## config.mk

```make
export PLATFORM = sky130hd
export DESIGN_NAME = instr_prefetch_queue
export DESIGN_NICKNAME = d
export VERILOG_FILES = /design/src/rtl/instr_prefetch_queue.sv
export SDC_FILE = /design/constraint.sdc
export NUM_CORES = 1
export LEC_CHECK = 0
export BUFFER_PORTS_ARGS = -buffer_cell sky130_fd_sc_hd__buf_4
export CAP_MARGIN = 20
export CORE_ASPECT_RATIO = 1.5
export CORE_MARGIN = 2
export CORE_UTILIZATION = 52
export CTS_CLUSTER_DIAMETER = 150
export DETAILED_ROUTE_END_ITERATION = 8
export PLACE_DENSITY_LB_ADDON = 0.05
export SETUP_SLACK_MARGIN = 0.15
export SLEW_MARGIN = 20
export SYNTH_ARGS = -nofsm -noshare
export SYNTH_HDL_FRONTEND = slang
export SYNTH_SLANG_ARGS = --single-unit
```

## constraint.sdc

```tcl
create_clock -name clk_i -period 3.35 [get_ports clk_i]
set_input_delay 0.67 -clock clk_i [delete_from_list [all_inputs] [get_ports clk_i]]
set_output_delay 0.67 -clock clk_i [all_outputs]
set_load 0.03 [all_outputs]
```

## src/rtl/instr_prefetch_queue.sv

```systemverilog
// Instruction prefetch queue: one outstanding memory request, DEPTH-entry
// FIFO of {instr, pc+4}, redirect flush with stale-response discard.
// Optional macro PFQ_BYPASS_EN: show a response to an empty queue in its ack cycle.
module instr_prefetch_queue #(
  parameter int          DEPTH    = 4,
  parameter logic [31:0] RESET_PC = 32'h0000_0000
) (
  input  logic        clk_i,
  input  logic        rst_i,
  output logic        mem_req_o,
  output logic [31:0] mem_addr_o,
  input  logic        mem_ack_i,
  input  logic [31:0] mem_data_i,
  input  logic        redirect_i,
  input  logic [31:0] redirect_pc_i,
  output logic        out_valid_o,
  input  logic        out_ready_i,
  output logic [31:0] out_instr_o,
  output logic [31:0] out_pc4_o,
  output logic        dbg_state_o
);

  localparam int AW = (DEPTH > 1) ? $clog2(DEPTH) : 1;
  localparam int CW = AW + 1;

  typedef enum logic {
    ST_FETCH   = 1'b0,
    ST_DISCARD = 1'b1
  } state_e;

  state_e          state_q, state_d;
  logic [CW-1:0]   count_q, count_d;
  logic [AW-1:0]   head_q, head_d;
  logic [AW-1:0]   tail_q, tail_d;
  logic            req_q, req_d;
  logic [31:0]     addr_q, addr_d;
  logic [31:0]     target_q, target_d;

  logic [31:0]     instr_mem [DEPTH];
  logic [31:0]     pc4_mem   [DEPTH];

  logic            ack;
  logic            queue_valid;
  logic            bypass;
  logic            push;
  logic            pop;
  logic [31:0]     addr_plus4;

  // Handshakes: a memory transfer happens when mem_req_o && mem_ack_i at a
  // rising edge; a queue pop happens when out_valid_o && out_ready_i.
  assign ack         = req_q & mem_ack_i;
  assign addr_plus4  = addr_q + 32'd4;
  assign queue_valid = (count_q != '0);

`ifdef PFQ_BYPASS_EN
  assign bypass = ~queue_valid & (state_q == ST_FETCH) & ~redirect_i & ack;
`else
  assign bypass = 1'b0;
`endif

  assign pop  = queue_valid & out_ready_i & ~redirect_i;
  // A bypassed response consumed in the same cycle never touches storage.
  assign push = ack & (state_q == ST_FETCH) & ~redirect_i & ~(bypass & out_ready_i);

  assign out_valid_o = queue_valid | bypass;
  assign out_instr_o = bypass ? mem_data_i : instr_mem[head_q];
  assign out_pc4_o   = bypass ? addr_plus4 : pc4_mem[head_q];
  assign mem_req_o   = req_q;
  assign mem_addr_o  = addr_q;
  assign dbg_state_o = state_q;

  always_comb begin
    state_d  = state_q;
    count_d  = count_q;
    head_d   = head_q;
    tail_d   = tail_q;
    req_d    = req_q;
    addr_d   = addr_q;
    target_d = target_q;

    if (redirect_i) begin
      count_d = '0;
      head_d  = '0;
      tail_d  = '0;
      if (req_q && !mem_ack_i) begin
        // Request still in flight: keep it on the bus until acked, then drop it.
        state_d  = ST_DISCARD;
        target_d = redirect_pc_i;
      end else begin
        state_d = ST_FETCH;
        addr_d  = redirect_pc_i;
        req_d   = 1'b1;
      end
    end else if (state_q == ST_DISCARD) begin
      if (ack) begin
        state_d = ST_FETCH;
        addr_d  = target_q;
        req_d   = 1'b1;
      end
    end else begin
      count_d = count_q + CW'(push) - CW'(pop);
      if (push) tail_d = tail_q + AW'(1);
      if (pop)  head_d = head_q + AW'(1);
      if (ack)  addr_d = addr_plus4;
      req_d = (count_d < CW'(DEPTH));
    end
  end

  always_ff @(posedge clk_i) begin
    if (!rst_i) begin
      state_q  <= ST_FETCH;
      count_q  <= '0;
      head_q   <= '0;
      tail_q   <= '0;
      req_q    <= 1'b0;
      addr_q   <= RESET_PC;
      target_q <= RESET_PC;
    end else begin
      state_q  <= state_d;
      count_q  <= count_d;
      head_q   <= head_d;
      tail_q   <= tail_d;
      req_q    <= req_d;
      addr_q   <= addr_d;
      target_q <= target_d;
    end
  end

  always_ff @(posedge clk_i) begin
    if (push) begin
      instr_mem[tail_q] <= mem_data_i;
      pc4_mem[tail_q]   <= addr_plus4;
    end
  end

endmodule

```

==> results.md, run 1 <==
* Status: finished, final reports clean
* DP HPWL at 19900 um
* Comb power frac at 0.077
* Worst min-delay path class: in -> reg
* Sw frac at 0.224
* Multi-input gate area at 3980 um2
* Layout Cells excl Fill at 1436
* Core region area at 25700 um2
* Number of library cell types mapped by synthesis at 54
* Vias in the first global route at 8352
* Drt total wl at 29500 um
* Clock Latency Late Sink at 0.57 ns
* Compound-cell area share of the yosys netlist at 0.0648
* H-tree Lvls at 1
* Int Pwr at 6.95 mW
* Total number of yosys warnings at 0
* Slowest CP cell: mux4_2
* Post-Syn Nets at 994
* Post-synthesis simple-gate area fraction at 0.0843
* R2R Setup Slk at 0.80 ns
* Reg2reg start: count_q[2]
* Power, Total at 8.95 mW
* PwrDens at 549 nW/um2
* Max FO, Critical Path at 28
* Max_cap viols at 0
* Critical Path, Cell by Cell: buf_12, mux4_2, buf_4
* Setup WS post-layout at 0.481 ns
* Antenna viol nets, final at 0
* Worst r2r path cells at 11
* Layout fillers at 1967
* Setup repair bufs after CTS at 0
* EDFF count, synth at 256
* Required time of the critical path at 2.68 ns
* Post-CTS sizing at 0
* Initial antenna violation count at 0
* Slew @ Worst Pin at 0.550 ns
* N_diodes at 0
* Synth Area in XOR/XNOR at 0.0214
* Iter 0 DRT Violations at 635
* Setup tns final at 0 ns
* GRT Resource Usage Total at 0.221
* Post-synthesis mux area share at 0.116
* Cell Area, Synth at 13500 um2
* TritonRoute pass-1 iters at 4
* Post-DP Area at 15200 um2
* Worst reg2reg endpoint: mem_req_o
* Startpoint types: flop
* Area Overhead vs Synth at 20.8%
* Final core utilization at 0.634
* Hold Crit Depth at 1
* Grt total ovfl at 0
* Routed len/inst at 20.6 um
* # DRC at 0
* Peak supply drop at 0.419 mV
* Pin count of the biggest net entering global routing at 53
* RSZ-0062 raised after global routing: no
* Adder-Cell Fraction of Synth Area at 0.00798
* First-pass GRT wire length at 46400 um
* Leak at 5.57 nW
* Crit end category: output port
* Layout Nets at 1156
* CTS sink cnt at 331
* CP endpoint: out_pc4_o[13]
* Placed cell count at 1379
* Largest family of logic cells by synthesized area: multiplexers
* Final hold violation count at 0
* Max-slew violation count at 0
* Fmax at 349 MHz
* CTS Root Cell: clkbuf_16
* IO Count at 168
* CTS Buf Count at 31
* Setup CP Type: reg -> out
* Final min period at 2.87 ns
* Post-Route Hold Slack at 0.296 ns
* Die Span X at 135 um
* Syn Area/Cell at 14.7 um2
* Worst slew margin at 0.630
* Max Root-Sink Buffers at 3
* Setup WS pre-CTS at 0.468 ns
* TritonCTS clock tree: done
* Period utilization at 0.857
* Die H at 201 um
* Async SR Flop Fraction at 0
* Final setup violation count at 0
* Layout cell share with drive strength beyond 1 at 0.292
* Psw at 2.00 mW
* IO buf count at 167
* Cts hold-fix bufs at 0
* Post-Syn Instances at 917
* Reg area at 9190 um2
* Clk slew on worst S/H paths at 0.06 ns
* Worst EP arrival at 2.20 ns
* Crit-path max cell delay at 0.59 ns
* Row Count at 72
* Top_reg_cell synth: edfxtp_1
* Sequential fraction of the synthesis area at 0.682
* Starting Density at 0.525
* Clock power share at 0.408
* Gpl congestion at 0.851
* Vias at 8177
* Flop pwr share at 0.515
* Die area at 27300 um2
* Final Instance Area at 16300 um2
* Synth Register Bits at 331
* Worst Skew at 0.0202 ns
* Post-DR vias/cell at 5.69
-- how the worst min path moves through the flow --
stage,from,end,slack [ns]
after CTS,mem_data_i[30],instr_mem[3][30],0.28
final,mem_data_i[30],instr_mem[3][30],0.30
after global placement,target_q[11],target_q[11],0.44
after floorplan,target_q[10],target_q[10],0.43
after detailed placement,target_q[11],target_q[11],0.44
after global routing,mem_data_i[24],instr_mem[1][24],0.28
-- final cells by class --
type                    instances  area share
multi-input cells             503       0.245
inverters                      16     0.00369
flip-flops and latches        331       0.564
clock buffers                  35      0.0485
clock inverters                22      0.0174
well taps                     333      0.0256
repair buffers                196      0.0957
-- logic make-up after synthesis --
group | after synthesis
DFF | 331
and+or+nand+nor | 236
AOI/OAI and AO/OA | 150
buffers and inverters | 83
muxes | 76
xor gates and xnor gates | 33
adders and majority gates | 8
-- critical path: cells and delay by family (launching register included) --
kind | cells | cell delay [ns]
buffers and inverters | 2 | 0.48
DFF | 1 | 0.53
muxes | 1 | 0.59
-- synth_stat cells (2+ instances only) --
master / instances / area (um2)
o31ai_1: 4 / 30.0
xor2_1: 8 / 70.1
o21a_1: 2 / 15.0
a22o_1: 2 / 17.5
dfxtp_1: 75 / 1500
clkbuf_1: 50 / 188
nand4_1: 12 / 75.1
and3_1: 14 / 87.6
a21oi_1: 74 / 370
nor3b_1: 3 / 22.5
o22ai_1: 13 / 81.3
o211ai_1: 10 / 75.1
mux2i_1: 10 / 100
inv_1: 15 / 56.3
buf_4: 2 / 15.0
nor3_1: 4 / 20.0
and4_1: 2 / 17.5
nor4_1: 2 / 12.5
nor2_1: 35 / 131
a41oi_1: 2 / 17.5
nand2_1: 112 / 420
ha_1: 7 / 87.6
and2_1: 5 / 31.3
or4_1: 6 / 45.0
o21ai_0: 25 / 125
nand3_1: 26 / 130
mux4_2: 64 / 1440
a31oi_1: 5 / 31.3
a211oi_1: 2 / 15.0
nor4_2: 2 / 25.0
mux2_2: 2 / 22.5
or3_1: 6 / 37.5
edfxtp_1: 256 / 7690
buf_1: 14 / 52.6
o31a_1: 3 / 26.3
xnor2_1: 25 / 219
-- registers in the layout (all words and copies together) (netlist names), named ones only --
register and flops:
dbg_state_o 1, pc4_mem 128, instr_mem 128, count_q 3, tail_q 2, mem_req_o 1
head_q 2, target_q 32, mem_addr_o 32
-- power groups by stage --
stage | clock (mW) | sequential [mW] | combinational [mW]
final | 3.65 | 4.61 | 0.685
after detailed placement | 0 | 4.70 | 0.688
after global routing | 3.88 | 4.62 | 0.740
after floorplan | 0 | 4.73 | 0.348
after global placement | 0 | 4.70 | 0.680
after CTS | 3.74 | 4.61 | 0.689
-- per-layer routing --
layer / global-route usage / vias up / share of wire
met2: 0.381 / 243 / 0.51
met4: 0.0744 / 0 / 0.027
met1: 0.287 / 4064 / 0.41
met5: 0 / - / 0
met3: 0.0335 / 47 / 0.054
li1: - / 3823 / -
-- cells in the final DEF, fill, tap and decap left out, drive strengths merged, types with 26 or more instances in the layout --
cell | synthesis | routed
buf | 17 | 196
dfxtp | 75 | 75
edfxtp | 256 | 256
mux4 | 64 | 64
nand3 | 26 | 26
clkbuf | 50 | 35
nor2 | 35 | 35
a21oi | 74 | 74
nand2 | 112 | 112
Power figures use the tool's default switching activity.
==> inputs of run 2 (changes only) <==
CORE_UTILIZATION = 50   (was 52)
PLACE_DENSITY_LB_ADDON = 0.3   (was 0.05)
==> results.md, run 2 (synthesized netlist as in run 1, its figures left out) <==
* Status: finished, final reports clean
* Drt total wl at 28800 um (-2.4%)
* IO Count at 168 (unchanged)
* IO buf count at 167 (unchanged)
* Reg area at 9190 um2 (unchanged)
* CTS sink cnt at 331 (unchanged)
* Multi-input gate area at 3980 um2 (unchanged)
* Routed len/inst at 20.1 um (-2.4%)
* Area Overhead vs Synth at 19.7%
* Max-slew violation count at 0 (unchanged)
* GRT Resource Usage Total at 0.204 (-0.0175)
* Worst Skew at 0.0165 ns (-0.00364 ns)
* Vias in the first global route at 8095 (-3.1%)
* Setup CP Type: reg -> out
* Die area at 28300 um2 (+3.9%)
* Layout Cells excl Fill at 1436 (unchanged)
* Peak supply drop at 0.379 mV (-9.4%)
* Layout Nets at 1154 (-0.17%)
* Row Count at 73 (+1.4%)
* Startpoint types: flop
* CTS Root Cell: clkbuf_16
* Most common cell after layout, fill and taps aside: edfxtp_1
* Post-DP Area at 15200 um2 (about the same)
* Cts hold-fix bufs at 0 (unchanged)
* Crit-path max cell delay at 0.56 ns (-0.03 ns)
* Leak at 5.53 nW (-0.85%)
* DP HPWL at 19300 um (-2.7%)
* Worst r2r path cells at 5 (-6)
* Final setup violation count at 0 (unchanged)
* Die Span X at 138 um (+1.9%)
* TritonCTS clock tree: done
* Crit end category: output port
* Worst EP arrival at 2.16 ns (-0.04 ns)
* Period utilization at 0.846 (-0.0105)
* Layout cell share with drive strength beyond 1 at 0.288 (-0.00349)
* PwrDens at 529 nW/um2 (-3.7%)
* Max_cap viols at 0 (unchanged)
* Max Root-Sink Buffers at 3 (unchanged)
* Buf/Inv on CP at 2 (unchanged)
* CTS Buf Count at 29 (-6.5%)
* Final hold violation count at 0 (unchanged)
* Slew @ Worst Pin at 0.691 ns (+0.140 ns)
* RSZ-0062 raised after global routing: no
* Starting Density at 0.509 (-0.0161)
* Setup repair bufs after CTS at 0 (unchanged)
* R2R Setup Slk at 0.81 ns (about the same)
* N_diodes at 0 (unchanged)
* Worst slew margin at 0.535 (-0.0946)
* Core region area at 26500 um2 (+3.2%)
* Final min period at 2.83 ns (-0.0352 ns)
* Cell with the most instances on the worst path: buf_4
* Clk slew on worst S/H paths at 0.06 ns (about the same)
* Hold Crit Depth at 1 (unchanged)
* Commonest cells after routing, fill and taps aside: edfxtp_1, buf_4, nand2_1, a21oi_1, dfxtp_1
* Final Instance Area at 16100 um2 (-0.94%)
* TritonRoute pass-1 iters at 5 (+1)
* Gpl congestion at 0.841 (-1.1%)
* Placed cell count at 1383 (+0.29%)
* Setup tns final at 0 ns (unchanged)
* Hold path start: mem_data_i[14]
* Reg2reg start: mem_addr_o[20]
* Worst min-delay path class: in -> reg
* First-pass GRT wire length at 45500 um (-2.0%)
* Antenna viol nets, final at 0 (unchanged)
* Max FO, Critical Path at 18 (-36%)
* Layout fillers at 2066 (+5.0%)
* Delay-heaviest family, CP: buffers and inverters
* Post-Route Hold Slack at 0.324 ns (+0.0280 ns)
* Worst reg2reg endpoint: pc4_mem[1][30]
* Vias at 8164 (-0.16%)
* Slowest CP cell: mux4_2
* Hold EP: instr_mem[1][14]
* Post-DR vias/cell at 5.69 (-0.16%)
* Required time of the critical path at 2.68 ns (about the same)
* Die H at 205 um (+1.9%)
* Initial antenna violation count at 0 (unchanged)
* Critical Path, Cell by Cell: buf_4, mux4_2, buf_4
* Final core utilization at 0.609 (-0.0253)
* Post-CTS sizing at 0 (unchanged)
* Grt total ovfl at 0 (unchanged)
* Fmax at 353 MHz (+1.2%)
* # DRC at 0 (unchanged)
* Iter 0 DRT Violations at 520 (-18%)
* Regs by FF count: instr_mem: 128 flops, pc4_mem: 128 flops
* Clock Latency Late Sink at 0.55 ns (-0.02 ns)
* Pin count of the biggest net entering global routing at 53 (unchanged)
* H-tree Lvls at 1 (unchanged)
[run 2: cell count changes in the layout (fill, tap and decap cells not counted), moves of 3 or more]
cell	before	now
clkinv_2	2	7
bufinv_16	6	2
clkinvlp_4	5	0
clkbuf_1	4	10
clkinv_1	7	2
clkbuf_8	0	3
[run 2: report_power, final]
group	switching, mW	internal, mW
sequential	0.0907	4.52
combinational	0.421	0.263
clock	1.38	1.86
[run 2: worst max path at each step]
stage / from / endpoint / depth (start not counted)
detailed placement: redirect_i / mem_req_o / 13
global placement: redirect_i / mem_req_o / 13
global route: flop / out_instr_o[20] / 3
finish: flop / out_instr_o[30] / 3
CTS: flop / out_pc4_o[0] / 3
floorplan: redirect_i / mem_req_o / 13
[run 2: cell type report]
class,count,area share
clock inverters,10,0.00613
well taps,337,0.0261
repair buffers,196,0.0959
clock buffers,43,0.0514
flip-flops and latches,331,0.570
inverters,16,0.00372
multi-input cells,503,0.247
[run 2: metrics by stage]
step | setup WS [ns] | total power [mW]
6_report | 0.516 | 8.54
5_1_grt | 0.392 | 8.82
4_1_cts | 0.437 | 8.62
3_5_place_dp | 0.491 | 5.38
3_3_place_gp | 0.527 | 5.37
2_1_floorplan | 0.270 | 5.07
[run 2: metal layers]
metal,track usage,vias up,wire (um)
met5,0,-,0
met4,0.0576,0,585
met3,0.0295,36,1480
met2,0.366,259,15000
met1,0.259,4048,11700
li1,-,3821,-
